==> src/rtl/mem_arbiter_pkg.sv <==
// Shared types and constants for the data-memory arbiter.
//   - arb_state_e : request/accept/response FSM encoding
//   - arb_owner_e : which requester owns the in-flight transaction
//   - WinIfu/WinLsu : bit positions in the one-hot winner vector
//   - TimeoutRdata : data returned when a response times out
package mem_arbiter_pkg;

    typedef enum logic [1:0] {
        StIdle = 2'd0,
        StReq  = 2'd1,
        StResp = 2'd2
    } arb_state_e;

    typedef enum logic [1:0] {
        OwnNone = 2'd0,
        OwnIfu  = 2'd1,
        OwnLsu  = 2'd2
    } arb_owner_e;

    localparam int unsigned WinIfu     = 0;
    localparam int unsigned WinLsu     = 1;
    localparam int unsigned StarveCntW = 4;

    localparam logic [31:0] TimeoutRdata = 32'hDEAD_BEEF;

endpackage

==> src/rtl/mem_arb_prio.sv <==
// Winner select for the memory arbiter: LSU has fixed priority unless the IFU
// has been passed over STARVE_LIMIT consecutive times while waiting.
// Ports:
//   clk_i, rst_ni   clock, asynchronous active-low reset
//   ifu_req_i       IFU request pending
//   lsu_req_i       LSU request pending
//   grant_en_i      arbiter is idle and may grant this cycle
//   win_o           one-hot winner (bit WinIfu / WinLsu), combinational
module mem_arb_prio
    import mem_arbiter_pkg::*;
#(
    parameter int unsigned STARVE_LIMIT = 4
) (
    input  logic       clk_i,
    input  logic       rst_ni,
    input  logic       ifu_req_i,
    input  logic       lsu_req_i,
    input  logic       grant_en_i,
    output logic [1:0] win_o
);

    localparam logic [StarveCntW-1:0] Limit = StarveCntW'(STARVE_LIMIT);

    logic [StarveCntW-1:0] starve_cnt_q, starve_cnt_d;
    logic                  starved;

    always_comb begin
        starved      = ifu_req_i && (starve_cnt_q == Limit);
        win_o        = '0;
        win_o[WinLsu] = lsu_req_i && !starved;
        win_o[WinIfu] = ifu_req_i && !win_o[WinLsu];

        starve_cnt_d = starve_cnt_q;
        if (grant_en_i) begin
            if (win_o[WinIfu]) begin
                starve_cnt_d = '0;
            end else if (win_o[WinLsu] && ifu_req_i && (starve_cnt_q != Limit)) begin
                starve_cnt_d = starve_cnt_q + 1'b1;
            end
        end
    end

    always_ff @(posedge clk_i or negedge rst_ni) begin
        if (!rst_ni) begin
            starve_cnt_q <= '0;
        end else begin
            starve_cnt_q <= starve_cnt_d;
        end
    end

endmodule

==> src/rtl/mem_arbiter.sv <==
// Shares one data-memory port between the IFU (read-only) and the LSU
// (read/write with byte mask). One transaction in flight at a time; requests
// are captured at grant and sequenced IDLE -> REQ -> RESP toward memory.
// Optional build macro MEM_ARBITER_TIMEOUT_EN adds a response timeout that
// completes with TimeoutRdata and pulses err_o; otherwise RESP waits forever.
// Ports:
//   clk_i, rst_ni                         clock, asynchronous active-low reset
//   ifu_req_i/addr_i, ifu_gnt_o           IFU request, 1-cycle grant pulse
//   ifu_rvalid_o, ifu_rdata_o             IFU response pulse and held data
//   lsu_req_i/wen_i/addr_i/wdata_i/wmask_i LSU request
//   lsu_gnt_o, lsu_rvalid_o, lsu_rdata_o  LSU grant, response pulse, held data
//   mem_req_o/wen_o/addr_o/wdata_o/wmask_o memory request, stable until ready
//   mem_ready_i, mem_rvalid_i, mem_rdata_i memory accept and response
//   err_o                                 timeout pulse, aligned with rvalid
module mem_arbiter
    import mem_arbiter_pkg::*;
#(
    parameter int unsigned STARVE_LIMIT   = 4,
    parameter int unsigned TIMEOUT_CYCLES = 255
) (
    input  logic        clk_i,
    input  logic        rst_ni,
    input  logic        ifu_req_i,
    input  logic [31:0] ifu_addr_i,
    output logic        ifu_gnt_o,
    output logic        ifu_rvalid_o,
    output logic [31:0] ifu_rdata_o,
    input  logic        lsu_req_i,
    input  logic        lsu_wen_i,
    input  logic [31:0] lsu_addr_i,
    input  logic [31:0] lsu_wdata_i,
    input  logic [3:0]  lsu_wmask_i,
    output logic        lsu_gnt_o,
    output logic        lsu_rvalid_o,
    output logic [31:0] lsu_rdata_o,
    output logic        mem_req_o,
    output logic        mem_wen_o,
    output logic [31:0] mem_addr_o,
    output logic [31:0] mem_wdata_o,
    output logic [3:0]  mem_wmask_o,
    input  logic        mem_ready_i,
    input  logic        mem_rvalid_i,
    input  logic [31:0] mem_rdata_i,
    output logic        err_o
);

    arb_state_e  state_q, state_d;
    arb_owner_e  owner_q, owner_d;
    logic        wen_q, wen_d;
    logic [31:0] addr_q, addr_d;
    logic [31:0] wdata_q, wdata_d;
    logic [3:0]  wmask_q, wmask_d;
    logic        ifu_rvalid_q, ifu_rvalid_d;
    logic        lsu_rvalid_q, lsu_rvalid_d;
    logic [31:0] ifu_rdata_q, ifu_rdata_d;
    logic [31:0] lsu_rdata_q, lsu_rdata_d;
    logic        err_q, err_d;

    logic [1:0]  win;
    logic        idle;
    logic        tmo_hit;
    logic        resp_fire;
    logic [31:0] resp_data;

    assign idle = (state_q == StIdle);

    mem_arb_prio #(
        .STARVE_LIMIT (STARVE_LIMIT)
    ) u_prio (
        .clk_i      (clk_i),
        .rst_ni     (rst_ni),
        .ifu_req_i  (ifu_req_i),
        .lsu_req_i  (lsu_req_i),
        .grant_en_i (idle),
        .win_o      (win)
    );

`ifdef MEM_ARBITER_TIMEOUT_EN
    logic [7:0] tmo_cnt_q, tmo_cnt_d;

    // Counts RESP cycles; sits at zero elsewhere, so it is clear on entry.
    assign tmo_cnt_d = (state_q == StResp) ? tmo_cnt_q + 8'd1 : 8'd0;
    assign tmo_hit   = (state_q == StResp) && (tmo_cnt_q == 8'(TIMEOUT_CYCLES - 1));

    always_ff @(posedge clk_i or negedge rst_ni) begin
        if (!rst_ni) begin
            tmo_cnt_q <= 8'd0;
        end else begin
            tmo_cnt_q <= tmo_cnt_d;
        end
    end
`else
    assign tmo_hit = 1'b0;
`endif

    always_comb begin
        state_d      = state_q;
        owner_d      = owner_q;
        wen_d        = wen_q;
        addr_d       = addr_q;
        wdata_d      = wdata_q;
        wmask_d      = wmask_q;
        ifu_rdata_d  = ifu_rdata_q;
        lsu_rdata_d  = lsu_rdata_q;
        ifu_rvalid_d = 1'b0;
        lsu_rvalid_d = 1'b0;
        err_d        = 1'b0;
        resp_fire    = 1'b0;
        resp_data    = mem_rdata_i;

        unique case (state_q)
            StIdle: begin
                if (win[WinLsu]) begin
                    owner_d = OwnLsu;
                    wen_d   = lsu_wen_i;
                    addr_d  = lsu_addr_i;
                    wdata_d = lsu_wdata_i;
                    wmask_d = lsu_wmask_i;
                    state_d = StReq;
                end else if (win[WinIfu]) begin
                    owner_d = OwnIfu;
                    wen_d   = 1'b0;
                    addr_d  = ifu_addr_i;
                    wdata_d = 32'd0;
                    wmask_d = 4'd0;
                    state_d = StReq;
                end
            end
            StReq: begin
                if (mem_ready_i) begin
                    state_d = StResp;
                end
            end
            StResp: begin
                if (mem_rvalid_i) begin
                    resp_fire = 1'b1;
                end else if (tmo_hit) begin
                    resp_fire = 1'b1;
                    resp_data = TimeoutRdata;
                    err_d     = 1'b1;
                end
                if (resp_fire) begin
                    state_d = StIdle;
                    // Write acks also load lsu_rdata; the LSU ignores it.
                    if (owner_q == OwnIfu) begin
                        ifu_rvalid_d = 1'b1;
                        ifu_rdata_d  = resp_data;
                    end else begin
                        lsu_rvalid_d = 1'b1;
                        lsu_rdata_d  = resp_data;
                    end
                end
            end
            default: state_d = StIdle;
        endcase
    end

    always_ff @(posedge clk_i or negedge rst_ni) begin
        if (!rst_ni) begin
            state_q      <= StIdle;
            owner_q      <= OwnNone;
            wen_q        <= 1'b0;
            addr_q       <= 32'd0;
            wdata_q      <= 32'd0;
            wmask_q      <= 4'd0;
            ifu_rvalid_q <= 1'b0;
            lsu_rvalid_q <= 1'b0;
            ifu_rdata_q  <= 32'd0;
            lsu_rdata_q  <= 32'd0;
            err_q        <= 1'b0;
        end else begin
            state_q      <= state_d;
            owner_q      <= owner_d;
            wen_q        <= wen_d;
            addr_q       <= addr_d;
            wdata_q      <= wdata_d;
            wmask_q      <= wmask_d;
            ifu_rvalid_q <= ifu_rvalid_d;
            lsu_rvalid_q <= lsu_rvalid_d;
            ifu_rdata_q  <= ifu_rdata_d;
            lsu_rdata_q  <= lsu_rdata_d;
            err_q        <= err_d;
        end
    end

    assign ifu_gnt_o    = idle && win[WinIfu];
    assign lsu_gnt_o    = idle && win[WinLsu];
    assign ifu_rvalid_o = ifu_rvalid_q;
    assign ifu_rdata_o  = ifu_rdata_q;
    assign lsu_rvalid_o = lsu_rvalid_q;
    assign lsu_rdata_o  = lsu_rdata_q;
    assign err_o        = err_q;

    assign mem_req_o   = (state_q == StReq);
    assign mem_wen_o   = wen_q;
    assign mem_addr_o  = addr_q;
    assign mem_wdata_o = wdata_q;
    assign mem_wmask_o = wmask_q;

endmodule
==> config.mk <==
export PLATFORM = sky130hd
export DESIGN_NAME = mem_arbiter
export DESIGN_NICKNAME = d
export VERILOG_FILES = /design/src/rtl/mem_arbiter_pkg.sv /design/src/rtl/mem_arb_prio.sv /design/src/rtl/mem_arbiter.sv
export SDC_FILE = /design/constraint.sdc
export NUM_CORES = 1
export LEC_CHECK = 0
export ABC_AREA = 1
export CAP_MARGIN = 20
export CORE_UTILIZATION = 42
export CTS_CLUSTER_SIZE = 24
export DETAILED_ROUTE_END_ITERATION = 7
export GPL_TIMING_DRIVEN = 0
export PLACE_DENSITY = 0.79
export REMOVE_ABC_BUFFERS = 1
export SYNTH_ARGS = -nofsm -noshare
export SYNTH_HDL_FRONTEND = slang
export SYNTH_SLANG_ARGS = --single-unit
export TNS_END_PERCENT = 50
==> constraint.sdc <==
create_clock -name clk_i -period 1.84 [get_ports clk_i]
set_input_delay 0.368 -clock clk_i [delete_from_list [all_inputs] [get_ports clk_i]]
set_output_delay 0.368 -clock clk_i [all_outputs]
set_load 0.02 [all_outputs]
# Yosys cells after proc, flatten, opt, wreduce, memory -nomap -nowiden
# Cells that the tools add are included.
# word_totals
regBits,143
in_bits,139
out_inout_bits,139
elab_cells,62
# op_classes
n_addsub,1
eq_ne,8
muxes,24
n_bitwise,1
n_reduce_logical,17
# op_table
cell,count
32-bit two-way mux,4
4-bit two-way mux,4
1-bit two-way mux,10
2-bit two-way mux,5
3-bit AND reduction,3
1-bit logical AND,7
2-bit one-hot mux with 3 select lines,1
4-bit by 1-bit adder with 4-bit output (second input constant),1
2-bit by 1-bit == test with 1-bit output (second input constant),2
4-bit by 3-bit == test with 1-bit output (second input constant),1
4-bit by 3-bit inequality test with 1-bit output (second input constant),1
2-bit AND reduction,2
2-bit nonzero test,2
3-bit inequality test (second input constant),1
2-bit == test (second input constant),1
1-bit zero test,2
2-bit zero test,1
2-bit by 1-bit inequality test with 1-bit output (second input constant),1
2-bit inequality test (second input constant),1
1-bit NOT,1

# Depth between registers and ports, before layout
# Gate-level depths: netlist of run 1.
# logic_depth
word_depth,9
depth_mapped,11
mapped_depth_nobuf,9

# Hierarchy
# Synthesis of run 1 repeated with hierarchy kept, for this count alone.
# unflattened
hier_cells,769
area_unflattened_um2,6248.5
# by_module_without_submodules
mod,n_inst,cells_each,area_each_um2,seq_area_each_um2
mem_arbiter,1,729,5964.5,3478.3
mem_arb_prio,1,40,284.0,100.1

# Worst setup path after synthesis of run 1
# No wires, ideal clock.
# synth_timing
path_kind,register to output
from,reg u_prio.starve_cnt_q[0]
to,out ifu_gnt_o
t_arrival_ps,1258
required_time_ps,1472
setup_slack_ps,214
path_stages_with_launch,9
n_path_buf,0
cell_sequence,dfrtp_1 inv_1 ha_1 nand2_1 inv_1 nand2_2 nand2_4 inv_1 nor2_1
# synth_via
elab_chain_cells,7
# synth_rtl
element,line_no,source
from (decl),mem_arb_prio.sv:24,"logic [StarveCntW-1:0] starve_cnt_q, starve_cnt_d;"
from (signal assigned),mem_arb_prio.sv:47,starve_cnt_q <= starve_cnt_d;
4-bit by 3-bit == test with 1-bit output,mem_arb_prio.sv:28,starved = ifu_req_i && (starve_cnt_q == Limit);
1-bit logical AND,mem_arb_prio.sv:28,
1-bit zero test,mem_arb_prio.sv:30,win_o[WinLsu] = lsu_req_i && !starved;
1-bit logical AND,mem_arb_prio.sv:30,
1-bit zero test,mem_arb_prio.sv:31,win_o[WinIfu] = ifu_req_i && !win_o[WinLsu];
1-bit logical AND,mem_arb_prio.sv:31,
1-bit logical AND,mem_arbiter.sv:186,assign ifu_gnt_o = idle && win[WinIfu];
to (decl),mem_arbiter.sv:25,"output logic ifu_gnt_o,"
# Every way passes these cells.

# Worst setup path after layout of run 1
# layout_timing
from,in ifu_req_i
to,out ifu_gnt_o
# layout_via
elab_chain_cells,6
# layout_rtl
element,line_no,source
from (decl),mem_arbiter.sv:23,"input logic ifu_req_i,"
1-bit logical AND,mem_arb_prio.sv:28,
1-bit zero test,mem_arb_prio.sv:30,
1-bit logical AND,mem_arb_prio.sv:30,
1-bit zero test,mem_arb_prio.sv:31,
1-bit logical AND (*),mem_arb_prio.sv:31,
1-bit logical AND (*),mem_arbiter.sv:186,
# Mark *: on every way between the ends. The rest lies on a longest branch, timed or not.

==> results.md, run 1 <==
* Worst-path cell chain: clkdlybuf4s50_1 > nor2_2 > or2_4 > nor2_4 > buf_6
* Cell area after synthesis at 6110 µm²
* Multi-input gate area at 2050 µm²
* Top-count cell post-synth: nand2_1
* Required @ worst endpoint at 1470 ps
* Worst flop-to-flop path endpoint: mem_addr_o[28]$_DFFE_PN0P_
* Die area at 15000 µm²
* Hold EP: lsu_rdata_o[31]$_DFFE_PN0P_
* Antenna cells at 0
* Post-synth cell types at 24
* Max-slew headroom at 55.0%
* Core area at 14000 µm²
* CTS tree: yes
* Total vias in the final route at 5760
* Clock Skew at 8.23 ps
* Final antenna-violating net count at 0
* Pwr dens at 1730 nW/µm²
* R2r setup slk at 70 ps
* H-Tree Depth at 4
* Hold_ws at 475 ps
* Vias in the first global route at 5482
* DRT Wirelength at 18000 µm
* Final Cell Area at 9900 µm²
* Tot Pwr at 17.1 mW
* Post-synth top area share at 58.6%
* Synth area leader: dfrtp_1
* Avg Cell Area, Syn at 8.32 µm²
* Vias per cell at 4.76
* EDFF count, synth at 0
* CP Buf/Inv Count at 2
* FF+latch count, synth at 143
* Clock transition at the registers of the reported paths at 50 ps
* Worst Max-Slew Pin Slew at 674 ps
* Initial DRC Count at 253
* Gate count after technology mapping at 734
* Setup violators final at 2
* GRT busiest layer: met2
* Setup crit end kind: primary output
* DIE HEIGHT at 123 µm
* Hold depth at 2
* # DRC at 0
* CTS Buf Count at 17
* PortBufs at 276
* Failing checks: setup timing
* Slowest CP cell: clkdlybuf4s50_1
* Most instantiated cells after synthesis: 260 x nand2_1, 143 x dfrtp_1, 104 x inv_1, 69 x nand3_1, 38 x nor2_1
* Critical Path Fanout Max at 4
* First-pass GRT wire length at 27600 µm
* Pre-antenna DRT Iters at 5
* Warnings from Yosys at 0
* Max cap viols at 0
* Worst hold start: lsu_rdata_o[31]$_DFFE_PN0P_
* Number of fill cells at 1086
* Initial antenna violation count at 0
* Die width at 123 µm
* Met1 Use GR at 28.6%
* Clk root buf: clkbuf_16
* Final HPWL DP at 11600 µm
* VDD IR max at 0.793 mV
* Worst setup margin at -114 ps
* Tmin final at 1950 ps
* Layout Area Growth over Synthesis at 62.0%
* RR Startpoint: state_q[1]$_DFFE_PN0P_
* Delay-heaviest family, CP: buffers and inverters
* Grt met2 use at 40.5%
* CP Class: in2out
* Total Routing Usage GR at 24.5%
* Final Hold Viols at 0
* Starting Density at 43.5%
* Gp weighted congestion at 0.741
* Max clock buf depth at 2
* Final core utilization at 70.5%
* Fmax at 512 MHz
* Ys flop type: dfrtp_1
* Total clock sinks at 143
* Fraction of registers with async set/reset at 100%
* Layout Nets at 1159
* WL/cell at 14.9 µm
* Crit share post-route at 106%
* Setup TNS at -212 ps
* Grt met3 use at 8.97%
* Arrival @ worst endpoint at 1590 ps
* RSZ-0062 raised after global routing: true
* Sequential fraction of the synthesis area at 58.6%
* Synth top area cells: dfrtp_1 59%, nand2_1 16%, inv_1 6.4%
* Largest net degree at the start of global routing at 75
* Slew Limit Fails at 0
* Static Leak at 4.99 nW
* Hold Crit Class: reg2reg
* Cell depth of the worst flop-to-flop path at 8
* Share of cells above drive strength 1 at 7.87%
* Register area at 3580 µm²
* Status: complete, but fails checks
* Grt total ovfl at 0
* Type of origin of the critical path: input port
* # rows at 43
* Slowest Stage Delay on Critical Path at 610 ps
* Dpl cell area at 8990 µm²
* Worst-Skew Late Latency at 410 ps
* I/O pin total at 278
[worst max-delay path by stage]
stage	slack (ps)	depth (start not counted)	from	to
after CTS	-140	8	ifu_req_i	mem_addr_o[14]$_DFFE_PN0P_
after floorplan	-770	7	u_prio.starve_cnt_q[0]$_DFFE_PN0P_	lsu_gnt_o
final	-110	5	ifu_req_i	ifu_gnt_o
after global routing	-180	9	u_prio.starve_cnt_q[0]$_DFFE_PN0P_	ifu_gnt_o
after detailed placement	-2060	7	ifu_req_i	lsu_gnt_o
after global placement	-5490	1	rst_ni	mem_wdata_o[11]$_DFFE_PN0P_
[flip-flops by register name, summed over array words and instances (netlist names)]
register / flops
mem_wen_o: 1
u_prio.starve_cnt_q: 4
lsu_rvalid_o: 1
mem_wmask_o: 4
ifu_rdata_o: 32
owner_q: 2
ifu_rvalid_o: 1
mem_addr_o: 32
state_q: 2
lsu_rdata_o: 32
mem_wdata_o: 32
[timing repair]
action                     CTS  global route
setup buffers                9             5
gates resized for setup     36            10
gates cloned                 6             1
hold endpoints to repair    17             0
pin swaps                    6             5
setup endpoints to repair   79            73
hold buffers                 1             0
[metrics by stage]
stage                     cells  setup WS, ps
after floorplan             696          -768
after global placement     1152         -5490
after detailed placement   1157         -2060
after CTS                  1203          -140
after global routing       1209          -175
final                      1209          -114
[report_power, final]
group	switching [mW]	internal [mW]	total [mW]
Combinational	4.45	3.64	8.08
Clock	1.28	2.40	3.69
Sequential	0.778	4.57	5.35
[final cells by class]
cell class	count	share of cell area [%]
clock buffer	21	4.85
clock inverter	9	1.57
inverter	108	4.25
multi-input combinational	452	20.7
sequential	143	36.2
tap	180	2.28
timing repair buffer	296	30.2
[per-layer routing]
layer	share of wire, %	vias to the layer above
met5	0	-
met4	1.9	0
met3	9.3	24
met2	49	240
met1	40	2689
li1	-	2807
[cells in the final DEF (no fill, tap or decap), types with 2 or more instances in the layout]
cell type / instances
nand3_1: 69
o21ai_0: 32
nand2_1: 258
bufinv_16: 4
clkinv_2: 2
nor2_4: 5
nand2_8: 3
buf_6: 3
clkbuf_8: 4
buf_12: 2
dlymetal6s2s_1: 2
clkbuf_16: 17
nand2_4: 3
inv_6: 3
a21oi_1: 31
nor2_2: 4
inv_1: 100
nor2_1: 36
dfrtp_1: 143
or2_2: 2
buf_16: 2
clkdlybuf4s50_1: 269
inv_2: 5
buf_4: 14
o31ai_1: 2
[cell families after synthesis]
kind of cell	Yosys count	synth area share, %
DFF	143	58.6
buffers and inverters	146	10.3
and+or+nand+nor	376	25.1
adders and majority gates	2	0.410
other	1	0.0614
AOI/OAI and AO/OA	66	5.51
[tightest hold or removal path, delay by kind of cell, from the launching register on]
family           cells  cell delay [ps]
DFF                  1              340
and+or+nand+nor      2              100
(Power assumes the default switching activity.)
==> inputs of run 2 (changes only) <==
--- a/config.mk
+++ b/config.mk
@@ -7,11 +7,12 @@
 export LEC_CHECK = 0
 export ABC_AREA = 1
 export CAP_MARGIN = 20
-export CORE_UTILIZATION = 42
+export CORE_UTILIZATION = 43
+export CTS_BUF_LIST = sky130_fd_sc_hd__clkbuf_4
 export CTS_CLUSTER_SIZE = 24
 export DETAILED_ROUTE_END_ITERATION = 7
 export GPL_TIMING_DRIVEN = 0
-export PLACE_DENSITY = 0.79
+export PLACE_DENSITY = 0.81
 export REMOVE_ABC_BUFFERS = 1
 export SYNTH_ARGS = -nofsm -noshare
 export SYNTH_HDL_FRONTEND = slang
==> run 2 against run 1 <==
The run still ends with setup timing left. Setup slack lost 190 ps. Fmax fell by 8.9%. Sequential power is 1% lower. Largest cell class unchanged.
==> results.md, run 2 (synthesized netlist as in run 1, its figures left out) <==
* Initial DRC Count at 295 (was 253)
* Layout Nets at 1179 (was 1159)
* Arrival @ worst endpoint at 1780 ps (was 1590 ps)
* Final Cell Area at 9730 µm² (was 9900 µm²)
* Clock transition at the registers of the reported paths at 110 ps (was 50 ps)
* # DRC at 0 (unchanged)
* Register area at 3580 µm² (unchanged)
* Layout Area Growth over Synthesis at 59.2% (was 62.0%)
* Max-slew headroom at 61.7% (was 55.0%)
* Largest net degree at the start of global routing at 91 (was 75)
* Vias per cell at 4.73 (was 4.76)
* Commonest non-fill, non-tap cells in the layout: 256 x nand2_1, 143 x dfrtp_1, 136 x clkdlybuf4s50_1 (was 269 x clkdlybuf4s50_1, 258 x nand2_1, 143 x dfrtp_1)
* I/O pin total at 278 (unchanged)
* Static Leak at 5.33 nW (was 4.99 nW)
* VDD IR max at 0.727 mV (was 0.793 mV)
* Dpl cell area at 8980 µm² (was 8990 µm²)
* Total Routing Usage GR at 25.6% (was 24.5%)
* Hold Crit Class: in2async (was reg2reg)
* Worst setup margin at -304 ps (was -114 ps)
* First-pass GRT wire length at 28600 µm (was 27600 µm)
* Die width at 121 µm (was 123 µm)
* Worst Max-Slew Pin Slew at 573 ps (was 674 ps)
* CTS Buf Count at 17 (unchanged)
* Required @ worst endpoint at 1470 ps (about the same)
* Hold_ws at 355 ps (was 475 ps)
* Power share of the clock group at 15.4% (was 21.5%)
* Final antenna-violating net count at 0 (unchanged)
* Pre-antenna DRT Iters at 5 (unchanged)
* Clock Skew at 22.5 ps (was 8.23 ps)
* Sw Ratio at 41.9% (was 38.0%)
* Vias in the first global route at 5693 (was 5482)
* Status: complete, but fails checks (unchanged)
* Multi-input gate area at 2080 µm² (was 2050 µm²)
* Initial antenna violation count at 1 (was 0)
* Failing checks: setup timing (unchanged)
* Starting Density at 44.0% (was 43.5%)
* Gp weighted congestion at 0.780 (was 0.741)
* Place WS at -2040 ps (was -2060 ps)
* Int Pwr at 8.98 mW (was 10.6 mW)
* NetSw at 6.47 mW (was 6.51 mW)
* Leading cell type in the layout, fill and taps excluded: nand2_1 (was clkdlybuf4s50_1)
* Setup crit end kind: primary output (unchanged)
* Total vias in the final route at 5822 (was 5760)
* Number of fill cells at 1116 (was 1086)
* Total clock sinks at 143 (unchanged)
* Critical Path Fanout Max at 20 (was 4)
* # rows at 43 (unchanged)
* Type of origin of the critical path: input port (unchanged)
* PortBufs at 276 (unchanged)
* Fmax at 466 MHz (was 512 MHz)
* Slowest CP cell: clkdlybuf4s15_2 (was clkdlybuf4s50_1)
* Slew Limit Fails at 0 (unchanged)
* Core area at 13900 µm² (was 14000 µm²)
* Tmin final at 2140 ps (was 1950 ps)
* Pwr dens at 1590 nW/µm² (was 1730 nW/µm²)
* Die area at 14700 µm² (was 15000 µm²)
* Setup violators final at 3 (was 2)
* DRT Wirelength at 18500 µm (was 18000 µm)
* CP Class: in2out (unchanged)
* Final HPWL DP at 11600 µm (about the same)
* Crit share post-route at 117% (was 106%)
* Slowest Stage Delay on Critical Path at 450 ps (was 610 ps)
* Worst-path cell chain: clkdlybuf4s15_2 > buf_16 > nor2_2 > or2_4 > buf_12 > nor2_4 > buf_6 (was clkdlybuf4s50_1 > nor2_2 > or2_4 > nor2_4 > buf_6)
* Max clock buf depth at 2 (unchanged)
* H-Tree Depth at 4 (unchanged)
* Worst-Skew Late Latency at 530 ps (was 410 ps)
* Share of cells above drive strength 1 at 10.1% (was 7.87%)
* DIE HEIGHT at 121 µm (was 123 µm)
* Final Hold Viols at 0 (unchanged)
* WL/cell at 15.0 µm (was 14.9 µm)
* Grt total ovfl at 0 (unchanged)
* RSZ-0062 raised after global routing: true (unchanged)
* Power share of the combinational group at 50.4% (was 47.2%)
* CTS tree: yes (unchanged)
* Seq pwr share at 34.2% (was 31.2%)
* Clk root buf: clkbuf_4 (was clkbuf_16)
* Max cap viols at 0 (unchanged)
-- run 2: cell count changes in the layout (fill, tap and decap cells not counted), moves of 3 or more --
cell             delta
clkdlybuf4s50_1   -133
clkbuf_4           +20
clkbuf_8            -4
dlygate4sd2_1     +135
inv_6               -3
buf_6              +14
buf_4               +5
nor2_4              +3
clkbuf_16          -17
-- run 2: what timing repair did --
| item | in CTS | in global routing |
|---|---|---|
| buffers inserted | 30 | 6 |
| cloned | 7 | 2 |
| pin swaps | 8 | 7 |
| gates resized for setup | 182 | 17 |
| endpoints found under the hold margin | 53 | 0 |
| hold buffers | 1 | 0 |
| setup endpoints to repair | 246 | 48 |
-- run 2: cell type report --
class | instances | area share, %
sequential | 143 | 36.8
antenna | 1 | 0.0257
timing repair buffer | 316 | 31.7
tap | 180 | 2.32
clock inverter | 12 | 1.97
clock buffer | 20 | 1.54
inverter | 108 | 4.27
multi-input combinational | 452 | 21.4
-- run 2: per-layer routing --
layer | vias up | part of all wire (%) | track usage (%)
met5 | - | 0 | 0
met4 | 0 | 2.9 | 13.0
met3 | 41 | 8.1 | 8.46
met2 | 237 | 49 | 41.3
met1 | 2693 | 40 | 30.5
li1 | 2851 | - | -
-- run 2: per-stage QoR --
| stage | utilization [%] | power [mW] | instances | setup TNS (ps) |
|---|---|---|---|---|
| 6_report | 70.1 | 15.4 | 1232 | -656 |
| 5_1_grt | 70.1 | 16.4 | 1232 | -1310 |
| 4_1_cts | 69.1 | 15.2 | 1224 | -1320 |
| 3_5_place_dp | 64.7 | 13.0 | 1156 | -113820 |
| 3_3_place_gp | 63.9 | 13.2 | 1152 | -1005730 |
| 2_1_floorplan | - | 9.05 | 696 | -50890 |
-- run 2: worst max-delay path: cells and delay by family --
family / cells / cell delay [ps]
buf+inv: 4 / 940
simple gates: 3 / 460
-- run 2: power groups by stage --
| stage | combinational (mW) | clock [mW] | sequential (mW) |
|---|---|---|---|
| 2_1_floorplan | 2.06 | 0 | 6.99 |
| 3_3_place_gp | 7.74 | 0 | 5.47 |
| 3_5_place_dp | 7.60 | 0 | 5.39 |
| 4_1_cts | 7.56 | 2.41 | 5.28 |
| 5_1_grt | 8.44 | 2.56 | 5.44 |
| 6_report | 7.78 | 2.38 | 5.28 |
-- run 2: final timing paths --
check                      slack (ps)  depth (start not counted)                            endpoint                               start
max reg2reg                      -100                         15  u_prio.starve_cnt_q[0]$_DFFE_PN0P_  u_prio.starve_cnt_q[0]$_DFFE_PN0P_
max in group asynchronous         680                          3         mem_wdata_o[21]$_DFFE_PN0P_                              rst_ni
max                              -300                          7                           ifu_gnt_o                           lsu_req_i
min in group clk_i                360                          3          mem_wdata_o[6]$_DFFE_PN0P_                      lsu_wdata_i[6]
min reg2reg                       490                          2          lsu_rdata_o[4]$_DFFE_PN0P_          lsu_rdata_o[4]$_DFFE_PN0P_
min                               360                          2          mem_addr_o[17]$_DFFE_PN0P_                              rst_ni
